<file path="src/rtl/gen_emu_clks_pkg.sv">
// Shared types for the emulation clock generator: control FSM states and
// per-channel clock source modes.
package gen_emu_clks_pkg;

  typedef enum logic [1:0] {
    RUN,
    PAUSED,
    STEP
  } emu_state_t;

  typedef enum logic {
    MODE_DIRECT,
    MODE_DIV
  } chan_mode_t;

endpackage

</file>
<file path="src/rtl/emu_clk_chan.sv">
// One derived clock channel: either samples an external level or self-divides,
// advancing only on emu_clk rise edges.
module emu_clk_chan
  import gen_emu_clks_pkg::*;
#(
  parameter int DIV_W = 8
) (
  input  logic             emu_clk_2x,
  input  logic             emu_rst_n,
  input  logic             rise_en,
  input  chan_mode_t       mode,
  input  logic             clk_val,
  input  logic [DIV_W-1:0] div_ratio,
  output logic             clk_out
);

  logic [DIV_W-1:0] cnt;
  logic [DIV_W-1:0] last_cnt;

  // A ratio of 0 behaves like 1, so the terminal count is ratio-1 clamped at 0.
  assign last_cnt = (div_ratio == '0) ? '0 : div_ratio - DIV_W'(1);

  // The counter sits at 0 in direct mode, so a switch to divider mode starts
  // a fresh half-period; >= lets a shrinking ratio toggle on the next rise.
  always_ff @(posedge emu_clk_2x or negedge emu_rst_n) begin
    if (!emu_rst_n) begin
      clk_out <= 1'b0;
      cnt     <= '0;
    end else if (rise_en) begin
      if (mode == MODE_DIRECT) begin
        clk_out <= clk_val;
        cnt     <= '0;
      end else if (cnt >= last_cnt) begin
        clk_out <= ~clk_out;
        cnt     <= '0;
      end else begin
        cnt <= cnt + DIV_W'(1);
      end
    end
  end

endmodule

</file>
<file path="src/rtl/gen_emu_clks_ctrl.sv">
// Emulation clock generator with run/pause/single-step control.
// Define EMU_CLK_BUFG_EN to route emu_clk and clks through BUFG primitives.
module gen_emu_clks_ctrl
  import gen_emu_clks_pkg::*;
#(
  parameter int n     = 2,
  parameter int DIV_W = 8,
  parameter int CNT_W = 32
) (
  input  logic                    emu_clk_2x,
  input  logic                    emu_rst_n,
  output logic                    emu_clk,
  input  logic                    pause_req,
  output logic                    pause_ack,
  input  logic                    step_req,
  input  logic [n-1:0]            clk_vals,
  input  logic [n-1:0]            chan_mode,
  input  logic [n-1:0][DIV_W-1:0] div_ratio,
  output logic [n-1:0]            clks,
  output logic [CNT_W-1:0]        emu_cycle_cnt
);

  emu_state_t     state;
  emu_state_t     state_nxt;
  logic           ph;
  logic           advance;
  logic           rise;
  logic [n-1:0]   clks_q;

  always_ff @(posedge emu_clk_2x or negedge emu_rst_n) begin
    if (!emu_rst_n) state <= RUN;
    else            state <= state_nxt;
  end

  // Pausing waits for ph==0 so emu_clk is never frozen high; a step ends
  // on the edge that brings ph back to 0.
  always_comb begin
    state_nxt = state;
    unique case (state)
      RUN:     if (pause_req && !ph) state_nxt = PAUSED;
      PAUSED:  if (step_req) state_nxt = STEP;
               else if (!pause_req) state_nxt = RUN;
      STEP:    if (ph) state_nxt = pause_req ? PAUSED : RUN;
      default: state_nxt = RUN;
    endcase
  end

  always_comb begin
    advance   = 1'b0;
    pause_ack = 1'b0;
    unique case (state)
      RUN:     advance = !(pause_req && !ph);
      PAUSED:  pause_ack = 1'b1;
      STEP:    advance = 1'b1;
      default: advance = 1'b0;
    endcase
  end

  assign rise = advance && !ph;

  always_ff @(posedge emu_clk_2x or negedge emu_rst_n) begin
    if (!emu_rst_n) begin
      ph            <= 1'b0;
      emu_cycle_cnt <= '0;
    end else begin
      if (advance) ph <= ~ph;
      if (rise)    emu_cycle_cnt <= emu_cycle_cnt + CNT_W'(1);
    end
  end

  for (genvar k = 0; k < n; k++) begin : g_chan
    emu_clk_chan #(
      .DIV_W(DIV_W)
    ) u_chan (
      .emu_clk_2x (emu_clk_2x),
      .emu_rst_n  (emu_rst_n),
      .rise_en    (rise),
      .mode       (chan_mode_t'(chan_mode[k])),
      .clk_val    (clk_vals[k]),
      .div_ratio  (div_ratio[k]),
      .clk_out    (clks_q[k])
    );
  end

`ifdef EMU_CLK_BUFG_EN
  BUFG u_emu_clk_bufg (
    .I (ph),
    .O (emu_clk)
  );
  for (genvar k = 0; k < n; k++) begin : g_clk_bufg
    BUFG u_bufg (
      .I (clks_q[k]),
      .O (clks[k])
    );
  end
`else
  assign emu_clk = ph;
  assign clks    = clks_q;
`endif

endmodule

</file>
<file path="config.mk">
export PLATFORM = sky130hd
export DESIGN_NAME = gen_emu_clks_ctrl
export DESIGN_NICKNAME = d
export VERILOG_FILES = /design/src/rtl/gen_emu_clks_pkg.sv /design/src/rtl/emu_clk_chan.sv /design/src/rtl/gen_emu_clks_ctrl.sv
export SDC_FILE = /design/constraint.sdc
export NUM_CORES = 1
export LEC_CHECK = 0
export BUFFER_PORTS_ARGS = -buffer_cell sky130_fd_sc_hd__buf_4
export CAP_MARGIN = 10
export CORE_UTILIZATION = 50
export CTS_CLUSTER_SIZE = 20
export DETAILED_ROUTE_END_ITERATION = 8
export PLACE_DENSITY = 0.79
export SKIP_LAST_GASP = 1
export SLEW_MARGIN = 20
export SYNTH_ARGS = -nofsm -noshare
export SYNTH_HDL_FRONTEND = slang
export SYNTH_SLANG_ARGS = --single-unit
</file>
<file path="constraint.sdc">
create_clock -name emu_clk_2x -period 1.9 [get_ports emu_clk_2x]
set_clock_uncertainty 0.1 [all_clocks]
set_input_delay 0.19 -clock emu_clk_2x [delete_from_list [all_inputs] [get_ports emu_clk_2x]]
set_output_delay 0.19 -clock emu_clk_2x [all_outputs]
set_load 0.01 [all_outputs]
</file>
==> key figures <==
Drt
  • Post-route DRC violation count: 0
  • Total number of vias: 2,904
  • Number of DRC markers in iteration 0: 82
  • Drt wl/cell: 14.7 um
  • Avg Vias per Cell: 5.44
  • DRT Pass-1 Iters: 4
  • Routed Wire Length: 7860 um
  • ANT nets after route: 0

Floorplanning
  • Die area: 6580 sq um
  • Row cnt: 28
  • Starting Density: 0.522
  • DIE WIDTH: 81.1 um
  • Core ar.: 5990 sq um
  • Die Ht: 81.1 um
  • I/O pin total: 60

Global route
  • Total GRT Usage: 0.244
  • GR Util met3: 0.0371
  • Largest net degree at the start of global routing: 54
  • Met1 usage: 0.283
  • Initial antenna violation count: 0
  • Met2 usage: 0.441
  • GRT overflow: 0
  • Most Crowded Layer GR: met2
  • First-pass GRT wire length: 12,400 um
  • Number of global-route vias before repair: 2,848

Timing
  • Fmax: 349 MHz
  • Count of pins over their slew limit: 0
  • Post-route clock period utilization: 1.51
  • Final Critical Period: 2.86 ns
  • Slew headroom: 0.561
  • Worst Setup Slack, final: -0.962 ns
  • Setup violators final: 18
  • Setup TNS: -10.42 ns
  • Hold Vio Cnt, Final: 0
  • RSZ-0062 raised after global routing: yes
  • Worst-Margin Slew: 0.659 ns

Synth
  • Post-Synthesis Cells: 332
  • Post-synthesis cell area: 3130 sq um
  • #FFs+latches synth: 53
  • Syn avg cell area: 9.43 sq um
  • Post-Synthesis Net Count: 377
  • Cell variety after synth: 39
  • Share of the yosys chip area belonging to registers: 0.424
  • Synth warnings: 0

Final layout
  • Layout net count: 503
  • Most common cell after layout, fill and taps aside: buf_4
  • Layout area overhead: 44.8%
  • Share of cells above drive strength 1: 0.370
  • Most frequent cells in the layout: 110 x buf_4, 53 x dfrtp_1, 44 x nand2_1, 27 x xnor2_1
  • ANT cells: 0

Critical path
  • Kind of end point of the critical path: flip-flop
  • Critical path class: in2reg
  • R2r endpoint: g_chan[0].u_chan.cnt[2]
  • FF-to-FF path depth: 7
  • Crit Path Max Fanout: 2
  • RR Startpoint: g_chan[0].u_chan.cnt[6]
  • Worst Path Required: 2.05 ns
  • CP Data Arrival Time: 3.01 ns
  • Flop2flop setup slack: -0.25 ns
  • Startpoint type of the worst setup path: input port

Placement
  • Dpl hpwl: 5350 um
  • RePlAce Congestion: 0.892
  • Port-buffer cells: 59

Outcome
  • Outcome: complete, but fails checks
  • Failing checks: setup timing

Min path
  • Worst hold path depth: 3
  • Destination of the worst hold path: state[1]
  • Hold wc startpoint: step_req
  • Worst Hold Class: in2reg

Clock tree
  • CTS H-tree lvls: 2
  • Root buffer cell: clkbuf_8
  • Clk sinks: 53
  • CTS tree: yes
  • Clk_lat worst skew: 0.32 ns
  • Worst-path clk slew: 0.10 ns
  • Max Root-Sink Buffers: 2
  • Number of CTS-inserted buffers: 5

Pwr
  • Pleak: 0.00225 uW
  • Overall Power: 3730 uW
  • Pwr/cell area: 823 nW/um^2
  • Maximum vdd drop: 0.000567 V

Flow run
  • Max_cap viols: 0
==> cells by family after synthesis <==
kind of cell,share of synthesized area
AOI/OAI and AO/OA,0.0816
xor gates and xnor gates,0.118
adders and majority gates,0.0840
buffers and inverters,0.0292
DFF,0.424
muxes,0.0228
and+or+nand+nor,0.241
==> routing by layer <==
| layer | part of all wire | up-vias |
|---|---|---|
| met5 | 0 | - |
| met4 | 0.030 | 0 |
| met3 | 0.039 | 20 |
| met2 | 0.52 | 75 |
| met1 | 0.41 | 1393 |
| li1 | - | 1416 |
==> worst max path at each step <==
stage	start	to	slack, ns	cells past startpoint
4_1_cts	div_ratio[2]	g_chan[0].u_chan.cnt[1]	-0.88	13
6_report	div_ratio[2]	g_chan[0].u_chan.cnt[2]	-0.96	13
3_3_place_gp	div_ratio[2]	g_chan[0].u_chan.cnt[4]	-1.25	11
3_5_place_dp	div_ratio[2]	g_chan[0].u_chan.cnt[4]	-1.34	11
2_1_floorplan	div_ratio[2]	g_chan[0].u_chan.cnt[4]	-1.02	10
5_1_grt	div_ratio[2]	g_chan[0].u_chan.cnt[4]	-1.10	12
==> Yosys cell counts <==
| library cell | n | area, sq um |
|---|---|---|
| buf_2 | 1 | 5.00 |
| nand2_1 | 47 | 176 |
| a2111o_1 | 1 | 11.3 |
| o22ai_1 | 5 | 31.3 |
| a221o_1 | 1 | 10.0 |
| a211o_1 | 1 | 8.76 |
| nand3_1 | 23 | 115 |
| or3_1 | 5 | 31.3 |
| and3_1 | 9 | 56.3 |
| a211oi_1 | 3 | 22.5 |
| o21a_1 | 2 | 15.0 |
| clkbuf_1 | 2 | 7.51 |
| and4_1 | 5 | 43.8 |
| nor2b_1 | 4 | 25.0 |
| and2_4 | 1 | 8.76 |
| nand3b_1 | 2 | 15.0 |
| or3b_4 | 1 | 11.3 |
| dfrtp_1 | 53 | 1330 |
| inv_1 | 17 | 63.8 |
| a21oi_1 | 5 | 25.0 |
| xor2_1 | 15 | 131 |
| mux2i_1 | 6 | 60.1 |
| o311ai_0 | 2 | 17.5 |
| o211a_1 | 2 | 20.0 |
| xnor2_1 | 27 | 236 |
| o21ai_0 | 9 | 45.0 |
| nor2_1 | 15 | 56.3 |
| nand4_1 | 8 | 50.1 |
| nor4_1 | 3 | 18.8 |
| and2_1 | 5 | 31.3 |
| a31oi_1 | 4 | 25.0 |
| nor3_1 | 13 | 65.1 |
| a21oi_2 | 1 | 8.76 |
| a21o_1 | 1 | 7.51 |
| buf_4 | 2 | 15.0 |
| ha_1 | 21 | 263 |
| nand2b_1 | 8 | 50.1 |
| o31ai_1 | 1 | 7.51 |
| mux2_2 | 1 | 11.3 |
==> report_power, final <==
| group | internal, uW | total, uW | switching, uW |
|---|---|---|---|
| sequential | 1300 | 1480 | 177 |
| combinational | 778 | 1590 | 810 |
| clock | 263 | 663 | 401 |
==> sequential cells by signal, indices dropped and copies added (netlist names) <==
signal	count
emu_clk	1
emu_cycle_cnt	32
g_chan.u_chan.clk_out	2
g_chan.u_chan.cnt	16
state	2
==> critical path, cell delays in order <==
cell	delay (ns)
buf_6	0.10
or3_4	0.38
or3_4	0.34
or3_4	0.34
nor3_2	0.12
a21oi_1	0.06
ha_1	0.29
and3_4	0.19
a221o_1	0.38
buf_4	0.17
a211oi_1	0.25
o21ai_0	0.13
o21ai_1	0.08
==> through the flow <==
step                instances  utilization  cell area (sq um)  hold WS, ns  setup slack, ns
global route              534        0.756               4530       0.0179            -1.10
floorplan                 332            -               3190       -0.206            -1.02
finish                    534        0.756               4530      0.00622           -0.962
CTS                       533        0.738               4420       0.0164           -0.881
detailed placement        517        0.688               4120        0.168            -1.34
global placement          517        0.688               4120        0.162            -1.25
==> what timing repair did <==
action / CTS / global route
endpoints found under the setup margin: 18 / 20
hold buffers: 2 / 0
buffers inserted: 6 / 2
gates resized for setup: 28 / 22
hold endpoints to repair: 54 / 0
pin swaps: 27 / 14
==> cell type report <==
class,instances,area (sq um)
Tap cell,75,93.8
Inverter,17,63.8
Fill cell,413,1460
Multi-Input combinational cell,257,1970
Timing Repair Buffer,124,981
Clock buffer,5,68.8
Sequential cell,53,1330
Clock inverter,3,22.5
Note: power is estimated with default switching activity, not from simulation.
